**src/rtl/dpm_rotmerge_pkg.sv**
```systemverilog
// Shared shift-control encodings (PRI_*/SEC_*) used by SRK and the DPM rotator, plus rotator payload types.
package dpm_rotmerge_pkg;

    localparam int unsigned ROTMERGE_W = 32;

    typedef enum logic [1:0] {
        PRI_EXTZ_RR = 2'd0,
        PRI_EXTZ_MR = 2'd1,
        PRI_EXTZ_MM = 2'd2,
        PRI_SECOND  = 2'd3
    } pri_e;

    typedef enum logic [3:0] {
        SEC_LITZERO = 4'd0,
        SEC_LITONE  = 4'd1,
        SEC_ASL_R   = 4'd2,
        SEC_ASL_M   = 4'd3,
        SEC_ASR_M   = 4'd4,
        SEC_LOB_OFF = 4'd5
    } sec_e;

    // Stage-1 capture payload, controls already converted to active-high
    typedef struct packed {
        logic [1:0]            pri;
        logic [5:0]            sec;
        logic [4:0]            shf;
        logic [ROTMERGE_W-1:0] r;
        logic [ROTMERGE_W-1:0] m;
    } s1_t;

    function automatic logic [3:0] odd_par(input logic [ROTMERGE_W-1:0] v);
        logic [3:0] p;
        for (int i = 0; i < 4; i++) begin
            p[i] = ~^v[8*i +: 8];
        end
        return p;
    endfunction

endpackage

```
**src/rtl/dpm_rotmerge_core.sv**
```systemverilog
// Combinational funnel rotate, EXTZ mask and SECOND-function datapath for dpm_rotmerge.
module dpm_rotmerge_core
    import dpm_rotmerge_pkg::*;
(
    input  logic [1:0]            pri,
    input  logic [5:0]            sec,
    input  logic [4:0]            shf,
    input  logic [ROTMERGE_W-1:0] r,
    input  logic [ROTMERGE_W-1:0] m,
    output logic [ROTMERGE_W-1:0] res_c,
    output logic [1:0]            lane_c,
    output logic                  op_err_c
);

    localparam int unsigned W  = ROTMERGE_W;
    localparam int unsigned FW = 2 * ROTMERGE_W;

    logic [FW-1:0] funnel;
    logic [W-1:0]  rot;
    logic [W-1:0]  mask;
    logic [4:0]    shl;

    always_comb begin
        funnel   = {r, r};
        rot      = '0;
        mask     = '0;
        shl      = '0;
        res_c    = '0;
        lane_c   = '0;
        op_err_c = 1'b0;

        case (pri)
            PRI_EXTZ_MR: funnel = {m, r};
            PRI_EXTZ_MM: funnel = {m, m};
            default:     funnel = {r, r};
        endcase
        rot  = W'(funnel >> shf);
        mask = {W{1'b1}} >> (5'(W - 1) - sec[4:0]);
        // (32 - shf) mod 32 as two's complement negate
        shl  = ~shf + 5'd1;

        if (pri == PRI_SECOND) begin
            lane_c = sec[5:4];
            case (sec[3:0])
                SEC_LITZERO: res_c = '0;
                SEC_LITONE:  res_c = {{(W-1){1'b0}}, 1'b1} << shl;
                SEC_ASL_R:   res_c = r << shl;
                SEC_ASL_M:   res_c = m << shl;
                SEC_ASR_M:   res_c = W'($signed(m) >>> shf);
                SEC_LOB_OFF: res_c = r & ~(W'(8'hFF) << shf);
                default: begin
                    res_c    = '0;
                    op_err_c = 1'b1;
                end
            endcase
        end else begin
            res_c = rot & mask;
        end
    end

endmodule

```
**src/rtl/dpm_rotmerge.sv**
```systemverilog
// Two-stage stallable rotate/merge pipeline feeding the W-bus mux.
// Optional byte parity output enabled by defining ROTMERGE_PARITY_EN.
module dpm_rotmerge
    import dpm_rotmerge_pkg::*;
#(
    parameter int unsigned DW = ROTMERGE_W
) (
    input  logic          qd_clk_l,
    input  logic          reset_h,
    input  logic          in_valid_h,
    input  logic          stall_h,
    input  logic [1:0]    pri_l,
    input  logic [5:0]    sec_l,
    input  logic [4:0]    shf_l,
    input  logic [DW-1:0] r_h,
    input  logic [DW-1:0] m_h,
    output logic [DW-1:0] res_h,
    output logic          res_valid_h,
    output logic [1:0]    lane_h,
    output logic          zero_h,
    output logic          neg_h,
    output logic          op_err_h
`ifdef ROTMERGE_PARITY_EN
    ,
    output logic [3:0]    res_par_h
`endif
);

    s1_t           s1_d, s1_q;
    logic          s1_valid_d, s1_valid_q;
    logic [DW-1:0] res_d, res_q;
    logic          res_valid_d, res_valid_q;
    logic [1:0]    lane_d, lane_q;
    logic          zero_d, zero_q;
    logic          neg_d, neg_q;
    logic          op_err_d, op_err_q;

    logic [DW-1:0] core_res;
    logic [1:0]    core_lane;
    logic          core_err;

    dpm_rotmerge_core u_core (
        .pri      (s1_q.pri),
        .sec      (s1_q.sec),
        .shf      (s1_q.shf),
        .r        (s1_q.r),
        .m        (s1_q.m),
        .res_c    (core_res),
        .lane_c   (core_lane),
        .op_err_c (core_err)
    );

`ifdef ROTMERGE_PARITY_EN
    logic [3:0] par_d, par_q;
`endif

    // Next-state: stall freezes everything; results only update on a valid stage-1 op
    always_comb begin
        s1_d        = s1_q;
        s1_valid_d  = s1_valid_q;
        res_d       = res_q;
        res_valid_d = res_valid_q;
        lane_d      = lane_q;
        zero_d      = zero_q;
        neg_d       = neg_q;
        op_err_d    = op_err_q;
`ifdef ROTMERGE_PARITY_EN
        par_d       = par_q;
`endif
        if (!stall_h) begin
            s1_valid_d  = in_valid_h;
            if (in_valid_h) begin
                s1_d.pri = ~pri_l;
                s1_d.sec = ~sec_l;
                s1_d.shf = ~shf_l;
                s1_d.r   = r_h;
                s1_d.m   = m_h;
            end
            res_valid_d = s1_valid_q;
            if (s1_valid_q) begin
                res_d    = core_res;
                lane_d   = core_lane;
                op_err_d = core_err;
                zero_d   = (core_res == '0);
                neg_d    = core_res[DW-1];
`ifdef ROTMERGE_PARITY_EN
                par_d    = odd_par(core_res);
`endif
            end
        end
    end

    always_ff @(posedge qd_clk_l) begin
        if (reset_h) begin
            s1_q        <= '0;
            s1_valid_q  <= 1'b0;
            res_q       <= '0;
            res_valid_q <= 1'b0;
            lane_q      <= '0;
            zero_q      <= 1'b0;
            neg_q       <= 1'b0;
            op_err_q    <= 1'b0;
`ifdef ROTMERGE_PARITY_EN
            par_q       <= '0;
`endif
        end else begin
            s1_q        <= s1_d;
            s1_valid_q  <= s1_valid_d;
            res_q       <= res_d;
            res_valid_q <= res_valid_d;
            lane_q      <= lane_d;
            zero_q      <= zero_d;
            neg_q       <= neg_d;
            op_err_q    <= op_err_d;
`ifdef ROTMERGE_PARITY_EN
            par_q       <= par_d;
`endif
        end
    end

    assign res_h       = res_q;
    assign res_valid_h = res_valid_q;
    assign lane_h      = lane_q;
    assign zero_h      = zero_q;
    assign neg_h       = neg_q;
    assign op_err_h    = op_err_q;
`ifdef ROTMERGE_PARITY_EN
    assign res_par_h   = par_q;
`endif

endmodule

```
**config.mk**
```make
export PLATFORM = sky130hd
export DESIGN_NAME = dpm_rotmerge
export DESIGN_NICKNAME = d
export VERILOG_FILES = /design/src/rtl/dpm_rotmerge_pkg.sv /design/src/rtl/dpm_rotmerge_core.sv /design/src/rtl/dpm_rotmerge.sv
export SDC_FILE = /design/constraint.sdc
export NUM_CORES = 1
export LEC_CHECK = 0
export ABC_CLOCK_PERIOD_IN_PS = 6400
export CAP_MARGIN = 20
export CORE_ASPECT_RATIO = 0.6
export CORE_MARGIN = 4
export CORE_UTILIZATION = 28
export DETAILED_ROUTE_END_ITERATION = 6
export MAX_ROUTING_LAYER = met4
export PLACE_DENSITY = 0.45
export SYNTH_ARGS = -nofsm -noshare
export SYNTH_HDL_FRONTEND = slang
export SYNTH_SLANG_ARGS = --single-unit
```
**constraint.sdc**
```tcl
create_clock -name qd_clk_l -period 6.4 [get_ports qd_clk_l]
set_clock_uncertainty 0.2 [all_clocks]
set_input_delay 0.96 -clock qd_clk_l [delete_from_list [all_inputs] [get_ports qd_clk_l]]
set_output_delay 0.96 -clock qd_clk_l [all_outputs]
set_load 0.005 [all_outputs]
```
### Word-level counts from Yosys, hierarchy flattened

Cells that the tools add are included.

| storage, ports and cells | value |
|---|---|
| register bits | 116 |
| latch bits | 0 |
| bits in writable memories | 0 |
| ROM bits | 0 |
| input bits | 81 |
| output and inout port bits | 38 |
| word-level logic and storage cells | 48 |
| memories | 0 |

| operators by class | value |
|---|---|
| add/subtract/negate cells | 2 |
| multipliers | 0 |
| div/mod/pow operators | 0 |
| magnitude comparators | 0 |
| equal/unequal tests | 8 |
| shifts and indexed selects | 7 |
| mux-type cells | 6 |
| bitwise operators | 8 |
| reductions and logical operators | 5 |

Operators by type and width:

| kind | count |
|---|---|
| $pmux W32 S5 | 1 |
| $pmux W64 S2 | 1 |
| $and A32 B32 Y32 | 2 |
| $shl A32 B5 Y32 | 2 |
| $shr A64 B5 Y32 | 1 |
| $logic_not A32 Y1 | 1 |
| $mux W32 | 1 |
| $not A32 Y32 | 1 |
| $shl A1 B5 Y32 const A | 1 |
| $shl A8 B5 Y32 const A | 1 |
| $shr A32 B5 Y32 const A | 1 |
| $sshr A32 B5 Y32 | 1 |
| $not A5 Y5 | 2 |
| $eq A4 B2 Y1 const B | 2 |
| $eq A4 B3 Y1 const B | 2 |
| $not A6 Y6 | 1 |
| $reduce_or A6 Y1 | 1 |
| $add A5 B1 Y5 const B | 1 |
| $sub A5 B5 Y5 const A | 1 |
| $eq A2 B2 Y1 const B | 2 |
| $eq A4 B1 Y1 const B | 1 |
| $logic_not A4 Y1 | 1 |
| $reduce_and A2 Y1 | 2 |
| $eq A2 B1 Y1 const B | 1 |
| other kinds (4) | 5 |

### Longest topological paths before layout

Gate-level depths: netlist of the first run.

| logic depth | value |
|---|---|
| depth in word-level cells | 6 |
| mapped depth | 23 |
| depth with buffers taken out | 13 |

### Hierarchy

Synthesis of the first run repeated with hierarchy kept, for this count alone.

| second synthesis, totals | value |
|---|---|
| cell total of the unflattened synthesis | 1669 |
| area, all modules | 13678.1 um^2 |

Modules (own cells, without submodules):

| module | instances | cells each | area each (um^2) | sequential area each (um^2) |
|---|---|---|---|---|
| dpm_rotmerge_core | 1 | 1170 | 9596.7 | 0.0 |
| dpm_rotmerge | 1 | 499 | 4081.4 | 2302.2 |

### Worst setup path before layout of the first run

No wires, ideal clock.

| path | value |
|---|---|
| path kind | reg-to-reg |
| start | reg s1_q[64] (netlist name) |
| end | reg zero_q, in the netlist zero_h |
| arrival time | 4.890 ns |
| slack | 1.214 ns |
| stages on the path, launching flop included | 22 |
| path buffers | 11 |
| cell sequence | dfxtp_1 -> buf_2 -> inv_2 -> buf_2 -> buf_4 -> buf_2 -> buf_1 -> ha_1 -> buf_6 -> buf_12 -> buf_4 -> buf_4 -> buf_2 -> buf_4 -> mux4_2 -> mux2i_1 -> o21ai_0 -> a22oi_1 -> o211ai_1 -> or3_1 -> or4_1 -> o41ai_2 |

| on the way | value |
|---|---|
| cells in the longest elaborated chain, start to end | 6 |
| elaborated cells on any way between the ends | 14 |
| those cells by class | add/sub: 1; shift: 6; mux: 2; bitwise: 4; reduce/logical: 1 |

RTL lines:

| what | line | text |
|---|---|---|
| from (decl) | dpm_rotmerge.sv:29 | `s1_t s1_d, s1_q;` |
| from (signal assigned) | dpm_rotmerge.sv:95 | `s1_q <= '0;` |
| from (signal assigned) | dpm_rotmerge.sv:107 | `s1_q <= s1_d;` |
| $not A5 Y5 / $shl A8 B5 Y32 (equally long branches) | dpm_rotmerge_core.sv:40, dpm_rotmerge_core.sv:50 |  |
| $add A5 B1 Y5 / $not A32 Y32 (equally long branches) | dpm_rotmerge_core.sv:40, dpm_rotmerge_core.sv:50 |  |
| $shl A32 B5 Y32, or another cell as far along | dpm_rotmerge_core.sv:48 | `SEC_ASL_M: res_c = m << shl;` |
| $pmux W32 S5 | dpm_rotmerge_core.sv:44 | `case (sec[3:0])` |
| $mux W32 * | dpm_rotmerge_core.sv:42 | `if (pri == PRI_SECOND) begin` |
| $logic_not A32 Y1 * | dpm_rotmerge.sv:84 | `zero_d = (core_res == '0);` |
| to (signal assigned) | dpm_rotmerge.sv:112 | `zero_q <= zero_d;` |
| to (decl) | dpm_rotmerge.sv:34 | `logic zero_d, zero_q;` |

Every way passes the cells marked *; elsewhere a longest branch is shown, timed or not.
A chain may end at the register's enable or synchronous reset.

### Worst setup path in the final report of the first run

Same ends and word-level chain as after synthesis.

==> impl_metrics.ini, run 1 <==
[timing]
maxSlewHeadroom = 0.195
holdWs_ns = 0.256
period_share = 0.880
worst_slew_pin_slew_ns = 1.21
finalSetupTns_ns = 0
setup_viol_count_final = 0
rsz0062_at_grt = no
max_freq_mhz = 177
slew_violations = 0
fin_crit_ns = 5.63
final-hold-violation-count = 0

[floorplanning]
core-area_sq_um = 54200
start_util = 0.283
std_cell_rows = 66
ios = 119
die_w_um = 310
die-area_sq_um = 58600
fp.dieH_um = 189

[route]
drt_iter0_markers = 3171
ant_nets = 0
first_pass_iters = 6
drc_errors = 0
routed_wl_um = 98100
routed_via_density = 6.77
vias = 18100
wl_per_cell_um = 36.8

[critical_path]
required_ns = 6.55
cp_max_fo = 51
worstSetupPathType = reg2reg
critPathLaunchType = flip-flop
cp.arrival_ns = 5.79
critical_path.startpoint = s1_q[64]
crit_path_end_kind = flip-flop
rr_startpoint = s1_q[64]

[layout]
fin_area_sq_um = 17700
drive_gt1_frac = 0.171
nets = 2019
syn2layout_area_growth_pct = 15.4
final_util = 0.326
final_cell_mix = 278 x nand2_1, 141 x nor2_1, 136 x a21oi_1
final_common_cell = nand2_1
fill_cells = 5770

[logic_synthesis]
yosysSeqAreaShare = 0.150
synth.distinct_cells = 87
synth_edf_count = 0
ys_warn_count = 0
synth.cell_area_sq_um = 15300
ys_async_sr_fraction = 0
avgSynthCellArea_sq_um = 7.90
ys.flop_type = dfxtp_1
synth_fp_nets = 2031
ys_ff_latch = 115
netlist_instances = 1940

[power_and_ir_drop]
vdd_drop_max_mv = 0.197
p_leak_nw = 5.80
pwr_density_cell_nw_per_um2 = 175
finalPower_mw = 3.09

[clocking]
cts.path.max_buffers = 2
cts-buffers-inserted = 17
cts.repair.resized = 0
root_buffer = clkbuf_16
cts_sinks = 115
path_clk_slew_ns = 0.06
cts_setup_buffers = 0
ctsHoldBuffers = 0
h-tree-depth = 4
cts_tree = yes
clk_latency_ns = 0.46

[grt]
grt_max_degree = 99
overflow = 0
track_usage = 0.338
grt_first_pass_wirelength_um = 136000
first_global_vias = 16600
antenna_found_initial = 15

[hold_path]
hold_class = reg2reg
min_from = s1_q[62]

[placed_design]
placed_area_sq_um = 17100
place_congestion = 1.11
dp_hpwl_um = 75700
numPortBuffers = 118

[status]
status = finished clean

[flow_run]
max_cap_viol_count = 0
-- state kept, by name, indices dropped and copies added, names as in the netlist --
name         flops
lane_h           2
op_err_h         1
res_h           32
res_valid_h      1
s1_q            77
s1_valid_q       1
zero_h           1
-- layout make-up --
class | count | area (sq um) | area share
inverters | 29 | 109 | 0.00616
flip-flops and latches | 115 | 2320 | 0.131
repair buffers | 209 | 1890 | 0.107
clock buffers | 18 | 429 | 0.0243
multi-input cells | 1556 | 11900 | 0.673
clock inverters | 13 | 101 | 0.00573
well taps | 714 | 893 | 0.0505
diodes | 14 | 35.0 | 0.00198
-- cells by family after synthesis --
logic type | synth area share
adders and majority gates | 0.00817
xor gates and xnor gates | 0.00229
DFF | 0.150
AOI/OAI and AO/OA | 0.252
and+or+nand+nor | 0.210
buffers and inverters | 0.0766
muxes | 0.301
-- per-stage QoR --
step           setup slack, ns  std cells
3_3_place_gp             0.909       2621
2_1_floorplan             1.21       1940
5_1_grt                  0.770       2664
6_report                 0.765       2668
4_1_cts                  0.949       2653
3_5_place_dp             0.994       2622
-- metal layers --
metal	GRT usage	vias to the layer above	part of all wire
met3	0.171	137	0.16
met5	-	-	0
met4	0.0567	0	0.019
li1	-	7416	-
met1	0.484	9163	0.45
met2	0.419	1354	0.37
-- Yosys cell counts (all sizes together) (23+ instances only) --
library cell | n | area share
a211oi | 45 | 0.022
a21oi | 137 | 0.045
a22oi | 33 | 0.016
buf | 92 | 0.033
clkbuf | 148 | 0.036
dfxtp | 115 | 0.15
inv | 27 | 0.0066
mux2 | 50 | 0.037
mux2i | 103 | 0.067
mux4 | 132 | 0.20
nand2 | 278 | 0.068
nand3 | 83 | 0.027
nor2 | 142 | 0.035
nor3 | 37 | 0.012
o211ai | 25 | 0.012
o21ai | 96 | 0.031
o22ai | 23 | 0.0094
-- final timing paths --
kind                            endpoint  cells past startpoint  slack (ns)
worst max-delay path              zero_h                     11        0.77
worst min-delay path            s1_q[62]                      2        0.26
worst max register to register    zero_h                     11        0.77
worst min register to register  s1_q[62]                      2        0.26
-- power by group --
part,total [mW],switching [mW],internal (mW)
registers,0.882,0.133,0.749
clock network,0.888,0.392,0.496
logic,1.32,0.836,0.480
-- critical path: stages (launching register included) --
cell	delay (ns)
dfxtp_4	0.50
inv_2	0.23
ha_4	0.84
mux4_1	0.69
mux2_2	0.33
a22oi_1	0.51
nor3_1	0.09
o41ai_1	1.05
buf_4	0.24
o41ai_1	0.14
or4_1	0.47
o41ai_2	0.21
No activity file was read; power rests on OpenSTA's default activity.
==> run 2: changes to the inputs <==
--- a/config.mk
+++ b/config.mk
@@ -11,6 +11,7 @@
 export CORE_MARGIN = 4
 export CORE_UTILIZATION = 28
 export DETAILED_ROUTE_END_ITERATION = 6
+export HOLD_SLACK_MARGIN = 0.1
 export MAX_ROUTING_LAYER = met4
 export PLACE_DENSITY = 0.45
 export SYNTH_ARGS = -nofsm -noshare
==> results of run 2 <==
No change in the layout: final DEF, timing and power equal those of run 1.
